[config.mk]
export PLATFORM = sky130hd
export DESIGN_NAME = alu_cmd_issue
export DESIGN_NICKNAME = d
export VERILOG_FILES = /design/src/rtl/alu_cmd_issue.sv
export SDC_FILE = /design/constraint.sdc
export NUM_CORES = 1
export LEC_CHECK = 0
export CORE_UTILIZATION = 27
export CTS_CLUSTER_DIAMETER = 100
export DETAILED_ROUTE_END_ITERATION = 10
export GPL_ROUTABILITY_DRIVEN = 0
export GPL_TIMING_DRIVEN = 0
export HOLD_SLACK_MARGIN = 0.05
export PLACE_DENSITY_LB_ADDON = 0.12
export SETUP_SLACK_MARGIN = 0.4
export SYNTH_ARGS = -nofsm -noshare
export SYNTH_HDL_FRONTEND = slang
export SYNTH_SLANG_ARGS = --single-unit
[constraint.sdc]
create_clock -name clk -period 2 [get_ports clk]
set_input_delay 0.3 -clock clk [delete_from_list [all_inputs] [get_ports clk]]
set_output_delay 0.3 -clock clk [all_outputs]
set_load 0.01 [all_outputs]
[src/rtl/alu_cmd_issue.sv]
// Command queue and issue stage feeding the 8-bit combinational ALU.
// Optional macro ALU_ISSUE_BYPASS_EN lets a command arriving at an idle, empty queue skip the FIFO.
module alu_cmd_issue #(
  parameter int unsigned DEPTH = 4,
  parameter int unsigned CW    = 3
) (
  input  logic          clk,
  input  logic          rst_n,
  input  logic          cmd_valid,
  output logic          cmd_ready,
  input  logic [2:0]    cmd_opcode,
  input  logic [7:0]    cmd_a,
  input  logic [7:0]    cmd_b,
  input  logic          cmd_acc,
  output logic [7:0]    alu_a,
  output logic [7:0]    alu_b,
  output logic [2:0]    alu_opcode,
  input  logic [7:0]    alu_result,
  input  logic          alu_carry,
  output logic          rsp_valid,
  input  logic          rsp_ready,
  output logic [7:0]    rsp_result,
  output logic          rsp_carry,
  output logic          rsp_zero,
  output logic [7:0]    acc,
  output logic [CW-1:0] count
);

  localparam int unsigned AW = (DEPTH > 1) ? $clog2(DEPTH) : 1;

  localparam logic [1:0] IDLE  = 2'd0;
  localparam logic [1:0] ISSUE = 2'd1;
  localparam logic [1:0] HOLD  = 2'd2;

  typedef struct packed {
    logic [2:0] opcode;
    logic [7:0] a;
    logic [7:0] b;
    logic       acc_sel;
  } cmd_t;

  cmd_t          mem [DEPTH];
  cmd_t          wr_cmd;
  cmd_t          rd_cmd;
  logic [AW-1:0] wr_ptr;
  logic [AW-1:0] rd_ptr;
  logic [1:0]    state;
  logic [1:0]    state_nxt;
  logic [CW-1:0] count_nxt;
  logic          push;
  logic          wr_en;
  logic          pop;
  logic          bypass;

  // cmd_ready is a register derived from occupancy only, so a pop never frees a slot the same cycle
  assign push   = cmd_valid && cmd_ready;
  assign wr_en  = push && !bypass;
  assign wr_cmd = {cmd_opcode, cmd_a, cmd_b, cmd_acc};
  assign rd_cmd = mem[rd_ptr];

  // Issue sequencing: pop in IDLE or on a HOLD handshake, ISSUE always lasts one cycle
  always_comb begin
    state_nxt = state;
    pop       = 1'b0;
    bypass    = 1'b0;
    case (state)
      IDLE: begin
        if (count != '0) begin
          pop       = 1'b1;
          state_nxt = ISSUE;
        end
`ifdef ALU_ISSUE_BYPASS_EN
        else if (push) begin
          bypass    = 1'b1;
          state_nxt = ISSUE;
        end
`endif
      end
      ISSUE: state_nxt = HOLD;
      HOLD: begin
        if (rsp_ready) begin
          if (count != '0) begin
            pop       = 1'b1;
            state_nxt = ISSUE;
          end else begin
            state_nxt = IDLE;
          end
        end
      end
      default: state_nxt = IDLE;
    endcase
  end

  always_comb begin
    count_nxt = count;
    if (wr_en && !pop) begin
      count_nxt = count + CW'(1);
    end else if (!wr_en && pop) begin
      count_nxt = count - CW'(1);
    end
  end

  always_ff @(posedge clk or negedge rst_n) begin
    if (!rst_n) begin
      state <= IDLE;
    end else begin
      state <= state_nxt;
    end
  end

  // Queue pointers, occupancy and the registered ready flag
  always_ff @(posedge clk or negedge rst_n) begin
    if (!rst_n) begin
      wr_ptr    <= '0;
      rd_ptr    <= '0;
      count     <= '0;
      cmd_ready <= 1'b1;
    end else begin
      if (wr_en) begin
        wr_ptr <= wr_ptr + AW'(1);
      end
      if (pop) begin
        rd_ptr <= rd_ptr + AW'(1);
      end
      count     <= count_nxt;
      cmd_ready <= (count_nxt < CW'(DEPTH));
    end
  end

  always_ff @(posedge clk) begin
    if (wr_en) begin
      mem[wr_ptr] <= wr_cmd;
    end
  end

  // Issue registers; acc is already updated from the previous ISSUE when a chained pop reads it
  always_ff @(posedge clk or negedge rst_n) begin
    if (!rst_n) begin
      alu_a      <= 8'h00;
      alu_b      <= 8'h00;
      alu_opcode <= 3'b000;
    end else if (pop) begin
      alu_a      <= rd_cmd.acc_sel ? acc : rd_cmd.a;
      alu_b      <= rd_cmd.b;
      alu_opcode <= rd_cmd.opcode;
    end else if (bypass) begin
      alu_a      <= cmd_acc ? acc : cmd_a;
      alu_b      <= cmd_b;
      alu_opcode <= cmd_opcode;
    end
  end

  // Response capture at the end of ISSUE, released by the consumer handshake
  always_ff @(posedge clk or negedge rst_n) begin
    if (!rst_n) begin
      rsp_valid  <= 1'b0;
      rsp_result <= 8'h00;
      rsp_carry  <= 1'b0;
      rsp_zero   <= 1'b0;
      acc        <= 8'h00;
    end else if (state == ISSUE) begin
      rsp_valid  <= 1'b1;
      rsp_result <= alu_result;
      rsp_carry  <= alu_carry;
      rsp_zero   <= (alu_result == 8'h00);
      acc        <= alu_result;
    end else if ((state == HOLD) && rsp_ready) begin
      rsp_valid  <= 1'b0;
    end
  end

endmodule

==> results of run 1 <==
[cells by family after synthesis]
group | after synthesis | share of synthesized area [%]
compound gates | 10 | 1.347
xor+xnor | 4 | 0.7251
fa+ha+maj | 9 | 2.330
buf+inv | 28 | 3.262
flops | 120 | 70.46
mux | 57 | 19.39
simple gates | 22 | 2.486
[where the power goes]
group	switching [mW]	internal [mW]	total, mW
clock network	1.13	1.83	2.96
registers	0.374	3.43	3.80
logic	1.87	2.71	4.58
total	3.37	7.97	11.3
[through the flow]
step	util (%)	hold slack, ns	setup slack [ns]	instance area, um^2	setup TNS [ns]
2_1_floorplan	-	0.004409	-0.06066	4886	-0.06066
3_3_place_gp	33.92	0.4677	-0.8555	5908	-62.67
3_5_place_dp	34.01	0.3518	-0.3422	5923	-27.89
4_1_cts	38.43	0.4510	0.1037	6694	0
5_1_grt	38.88	0.4821	0.08105	6771	0
6_report	38.88	0.4184	0.1491	6771	0
[repair_timing]
item | 4_1_cts | 5_1_grt
cloned | 1 | 0
pin swaps | 2 | 3
endpoints found under the setup margin | 153 | 34
hold buffers | 1 | 0
buffers inserted | 17 | 3
endpoints found under the hold margin | 16 | 0
gates resized for setup | 69 | 18
[critical path: stages (launching register included)]
cell,delay [ns]
dfrtp_1,0.39
inv_2,0.09
ha_4,0.12
nor2b_4,0.16
nor3_4,0.05
buf_8,0.14
ha_4,0.15
nor2b_4,0.12
a221o_1,0.31
a22o_1,0.20
[synth_stat cells, types with 2 or more instances]
library cell and n:
a21oi_1 2, mux2_4 16, nor4_1 3, inv_1 12, a22o_1 2, nand2_1 5, and3_1 4, edfxtp_1 80
nor2b_1 4, mux2_2 20, nand3_1 2, dfrtp_1 39, buf_4 9, o21ai_0 4, mux4_1 3, buf_6 2
buf_2 3, ha_1 9, nor2_1 2, mux4_2 17, xnor2_1 3
[worst max-delay path by stage]
stage	start	end	cells after the start
after floorplan	count[0]	flip-flop	9
after global placement	rst_n	async pin	1
after detailed placement	cmd_valid	mem[1][11]	2
after CTS	state[1]	flip-flop	7
after global routing	count[1]	flip-flop	9
final	count[1]	flip-flop	9
[metal layers]
metal	wire length, um	vias up	GRT usage, %
li1	-	1193	-
met1	4974	1309	15.67
met2	4818	59	18.91
met3	413	11	3.292
met4	163	0	6.180
met5	0	-	0
[sequential cells by signal, summed over array words and instances (netlist names), 2 cells and up, named ones only]
signal	flops
wr_ptr	2
rd_ptr	2
alu_opcode	3
alu_a	8
rsp_result	8
mem	80
alu_b	8
state	2
count	2
[final cells by class]
class                           instances  area [um^2]
Tap cell                              225        281.5
Sequential cell                       120         3406
Timing Repair Buffer                   97        903.4
Multi-Input combinational cell        102         1389
Buffer                                 16        167.7
Inverter                               12        47.55
Clock buffer                           17        425.4
Fill cell                            1616        10650
Clock inverter                         15        151.4
==> flow_metrics.env, run 1 <==
export IMPL_status="completed"
export IMPL_timing_fmax_mhz=540.3
export IMPL_crit_arrival_ns=2.15
export IMPL_fin_crit_sh_pct=92.55
export IMPL_r2r_worst_path_cells=9
export IMPL_hold_path_class="primary input to async pin"
export IMPL_path_clk_slew_ns=0.06
export IMPL_pin_count=75
export IMPL_wl_per_cell_um=17.17
export IMPL_synth_area_leaders="edfxtp_1 (50%), dfrtp_1 (20%), mux4_2 (7.9%)"
export IMPL_vias_per_cell=4.258
export IMPL_crit_path_start_kind="flip-flop"
export IMPL_drive_above_1_share_pct=36.68
export IMPL_rows=48
export IMPL_synth_ff_type="edfxtp_1"
export IMPL_hpwl_um=6266
export IMPL_drtPass1Iterations=4
export IMPL_synth_nets=292
export IMPL_initialDrtViolationCount=73
export IMPL_cts_tree="done"
export IMPL_cp_max_fo=3
export IMPL_area_delta_synth_final_pct=40.13
export IMPL_rsz0062_at_grt="yes"
export IMPL_peakVddDrop_v=0.0007837
export IMPL_total_power_mw=11.34
export IMPL_seq_area_frac_synth_pct=70.46
export IMPL_core_mm2=0.01742
export IMPL_drcViolationCount=0
export IMPL_cap_viol_max_count=0
export IMPL_post_route_min_period_ns=1.851
export IMPL_maxSlewHeadroom_pct=63.11
export IMPL_tightest_slew_ns=0.5534
export IMPL_nNetsFinal=408
export IMPL_diodes=0
export IMPL_die_area_mm2=0.01844
export IMPL_start_util_pct=27.74
export IMPL_async_flop_share_pct=33.33
export IMPL_gr_total_overflow=0
export IMPL_dieHeight_um=135.8
export IMPL_clk_latency_ns=0.41
export IMPL_antenna_left=0
export IMPL_dpl_cell_count=550
export IMPL_cts_root_buf="clkbuf_16"
export IMPL_synth_edff_count=80
export IMPL_final_cell_mix="edfxtp_1 (80), dlygate4sd2_1 (39), dfrtp_1 (38), clkdlybuf4s50_1 (32), buf_4 (27)"
export IMPL_cp_end_kind="flip-flop"
export IMPL_synth_avg_cell_area_um2=19.33
export IMPL_grt_total_usage_pct=12.21
export IMPL_hold_viol_final=0
export IMPL_grt_pass1_wl_um=15790
export IMPL_r2r_start="count[1]"
export IMPL_crit_required_ns=2.30
export IMPL_synthesis_area_mm2=0.004832
export IMPL_setup_viol=0
export IMPL_grt_max_degree=24
export IMPL_yosysTopAreaCell="edfxtp_1"
export IMPL_final_common_cell="edfxtp_1"
export IMPL_io_buffers=74
export IMPL_finalClockSkew_ns=0.008724
export IMPL_grt_antenna_before_repair=0
export IMPL_ys_types=30
export IMPL_synth_seq_cells=120
export IMPL_wl_um=10370
export IMPL_vias=2572
export IMPL_yosys_warnings=0
export IMPL_p_per_area_mw_per_mm2=1674
export IMPL_finalNonFillerCells=604
export IMPL_r2r_setup_slack_ns=0.15
export IMPL_netlist_area_leader_share_pct=49.72
export IMPL_fp_dieW_um=135.8
export IMPL_p_leak_nw=2.653
export IMPL_grt_pass1_vias=2677
export IMPL_numClockSinks=120
export IMPL_syn_inst=250
export IMPL_ctsLongestPathBuffers=2
export IMPL_cts_buffers=17
export IMPL_htree_levels=4
export IMPL_path_class="flip-flop to flip-flop"
export IMPL_slew_violations=0
(Power assumes the default switching activity.)
==> run 2: changes to the inputs <==
Settings changed: CELL_PAD_IN_SITES_DETAIL_PLACEMENT from default to 1, CELL_PAD_IN_SITES_GLOBAL_PLACEMENT from default to 1.
Clock period 2 ns to 1.5 ns, I/O delays scaled along.
==> flow_metrics.env, run 2 (synthesis gave the netlist of run 1 again) <==
export IMPL_antenna_left=0
export IMPL_wl_um=12820
export IMPL_crit_top_cell="ha_4"
export IMPL_post_route_min_period_ns=1.913
export IMPL_fp_dieW_um=135.8
export IMPL_grt_use_met2_pct=22.14
export IMPL_dpl_cell_count=550
export IMPL_finalClockSkew_ns=0.009854
export IMPL_final_common_cell="edfxtp_1"
export IMPL_max_flop_register="mem"
export IMPL_final_area_mm2=0.007496
export IMPL_crit_path_start_kind="flip-flop"
export IMPL_crit_path_cell_trace="inv_2 -> ha_4 -> nor2b_4 -> nor3_4 -> buf_8 -> inv_4 -> ha_4 -> a221o_1 -> a22o_1"
export IMPL_grt_met3_usage_pct=4.115
export IMPL_area_delta_synth_final_pct=55.13
export IMPL_place_area_mm2=0.005988
export IMPL_worst_path_max_delay_cell="dfrtp_1"
export IMPL_dieHeight_um=135.8
export IMPL_gr_total_overflow=0
export IMPL_p_per_area_mw_per_mm2=2355
export IMPL_vias_per_cell=4.439
export IMPL_htree_levels=4
export IMPL_initialDrtViolationCount=144
export IMPL_fin_tns_setup_ns=-13.34
export IMPL_diodes=0
export IMPL_clk_latency_ns=0.41
export IMPL_timing_fmax_mhz=522.8
export IMPL_setup_viol=105
export IMPL_core_mm2=0.01742
export IMPL_cap_viol_max_count=0
export IMPL_grt_total_usage_pct=14.20
export IMPL_drtPass1Iterations=4
export IMPL_grt_pass1_vias=3105
export IMPL_start_util_pct=27.74
export IMPL_cp_top_family="compound AO/OA/AOI/OAI gates"
export IMPL_worst_path_buf_inv=3
export IMPL_hpwl_um=6528
export IMPL_path_class="flip-flop to flip-flop"
export IMPL_critPathLaunch="count[1]"
export IMPL_status="finished with violations"
export IMPL_wl_per_cell_um=19.45
export IMPL_path_clk_slew_ns=0.06
export IMPL_peakVddDrop_v=0.0009924
export IMPL_pin_count=75
export IMPL_finalNonFillerCells=659
export IMPL_cp_end_kind="flip-flop"
export IMPL_crit_arrival_ns=2.21
export IMPL_nNetsFinal=463
export IMPL_die_area_mm2=0.01844
export IMPL_drcViolationCount=0
export IMPL_violations="negative setup slack"
export IMPL_cp_max_fo=5
export IMPL_fin_crit_sh_pct=127.5
export IMPL_cts_tree="done"
export IMPL_r2r_start="count[1]"
export IMPL_max_stage_delay_ns=0.37
export IMPL_largest_reg_flops=80
export IMPL_slew_violations=0
export IMPL_crit_required_ns=1.80
export IMPL_ctsLongestPathBuffers=2
export IMPL_fillers=1683
export IMPL_met1_usage_pct=18.45
export IMPL_grt_busiest_layer="met2"
export IMPL_hold_path_class="primary input to async pin"
export IMPL_grt_max_degree=26
export IMPL_r2r_setup_slack_ns=-0.41
export IMPL_final_cell_mix="edfxtp_1 (80), buf_6 (51), buf_4 (39), dfrtp_1 (34), clkdlybuf4s50_1 (30)"
export IMPL_io_buffers=74
export IMPL_numClockSinks=120
export IMPL_finalWorstSetupSlack_ns=-0.4127
export IMPL_cts_buffers=17
export IMPL_maxSlewHeadroom_pct=49.42
export IMPL_p_leak_nw=2.987
export IMPL_r2r_worst_path_cells=9
export IMPL_grt_antenna_before_repair=0
export IMPL_tightest_slew_ns=0.7575
export IMPL_drive_above_1_share_pct=59.22
export IMPL_grt_pass1_wl_um=18370
export IMPL_vias=2925
export IMPL_cts_root_buf="clkbuf_16"
export IMPL_rows=48
export IMPL_hold_viol_final=0
export IMPL_rsz0062_at_grt="yes"
==> run 2: cell count changes in the layout (fill, tap and decap cells not counted), moves of 12 or more <==
cell / previous run / this run
buf_6: 3 / 51
buf_4: 27 / 39
dlygate4sd2_1: 39 / 0
and3_4: 4 / 16
buf_2: 1 / 24
==> run 2: final cells by class <==
cell class                      instances  area [um^2]  area share [%]
Tap cell                              225        281.5           3.756
Inverter                               12        52.55          0.7011
Multi-Input combinational cell        114         1620           21.62
Clock buffer                           19        442.9           5.909
Clock inverter                         13        177.7           2.370
Timing Repair Buffer                  140         1299           17.33
Buffer                                 16        211.5           2.821
Sequential cell                       120         3411           45.50
==> run 2: how the worst max path moves through the flow <==
stage,endpoint,cells past startpoint,slack (ns)
floorplan,flip-flop,9,-0.56
global placement,state[0],1,-1.47
detailed placement,flip-flop,8,-0.73
CTS,flip-flop,9,-0.41
global route,flip-flop,9,-0.49
finish,flip-flop,9,-0.41
==> run 2: repair_timing <==
| action | 4_1_cts | 5_1_grt |
|---|---|---|
| endpoints found under the setup margin | 157 | 161 |
| gates cloned | 6 | 7 |
| hold buffers | 1 | 0 |
| pin swaps | 9 | 5 |
| endpoints found under the hold margin | 14 | 0 |
| setup buffers | 45 | 18 |
| gates resized for setup | 240 | 47 |
==> run 2: power by group <==
part           switching (mW)  total [mW]  internal [mW]  leakage, nW
Sequential              0.529        5.10           4.57         1.20
Combinational            3.24        8.28           5.05         1.48
Clock                    1.46        4.27           2.81        0.302
==> run 2: layer usage <==
layer / wire length, um / share of wire (%) / up-vias
li1: - / - / 1332
met4: 93 / 0.73 / 0
met5: 0 / 0 / -
met2: 6429 / 50 / 71
met1: 5709 / 45 / 1516
met3: 587 / 4.6 / 6
==> run 2: through the flow <==
step	hold slack, ns	power, mW	util, %	setup WS (ns)
after floorplan	-0.07059	8.715	-	-0.5607
after global placement	0.4926	10.82	34.30	-1.470
after detailed placement	0.2319	10.90	34.38	-0.7305
after CTS	0.3271	16.75	40.80	-0.4090
after global routing	0.3547	18.57	43.04	-0.4876
final	0.3251	17.65	43.04	-0.4127
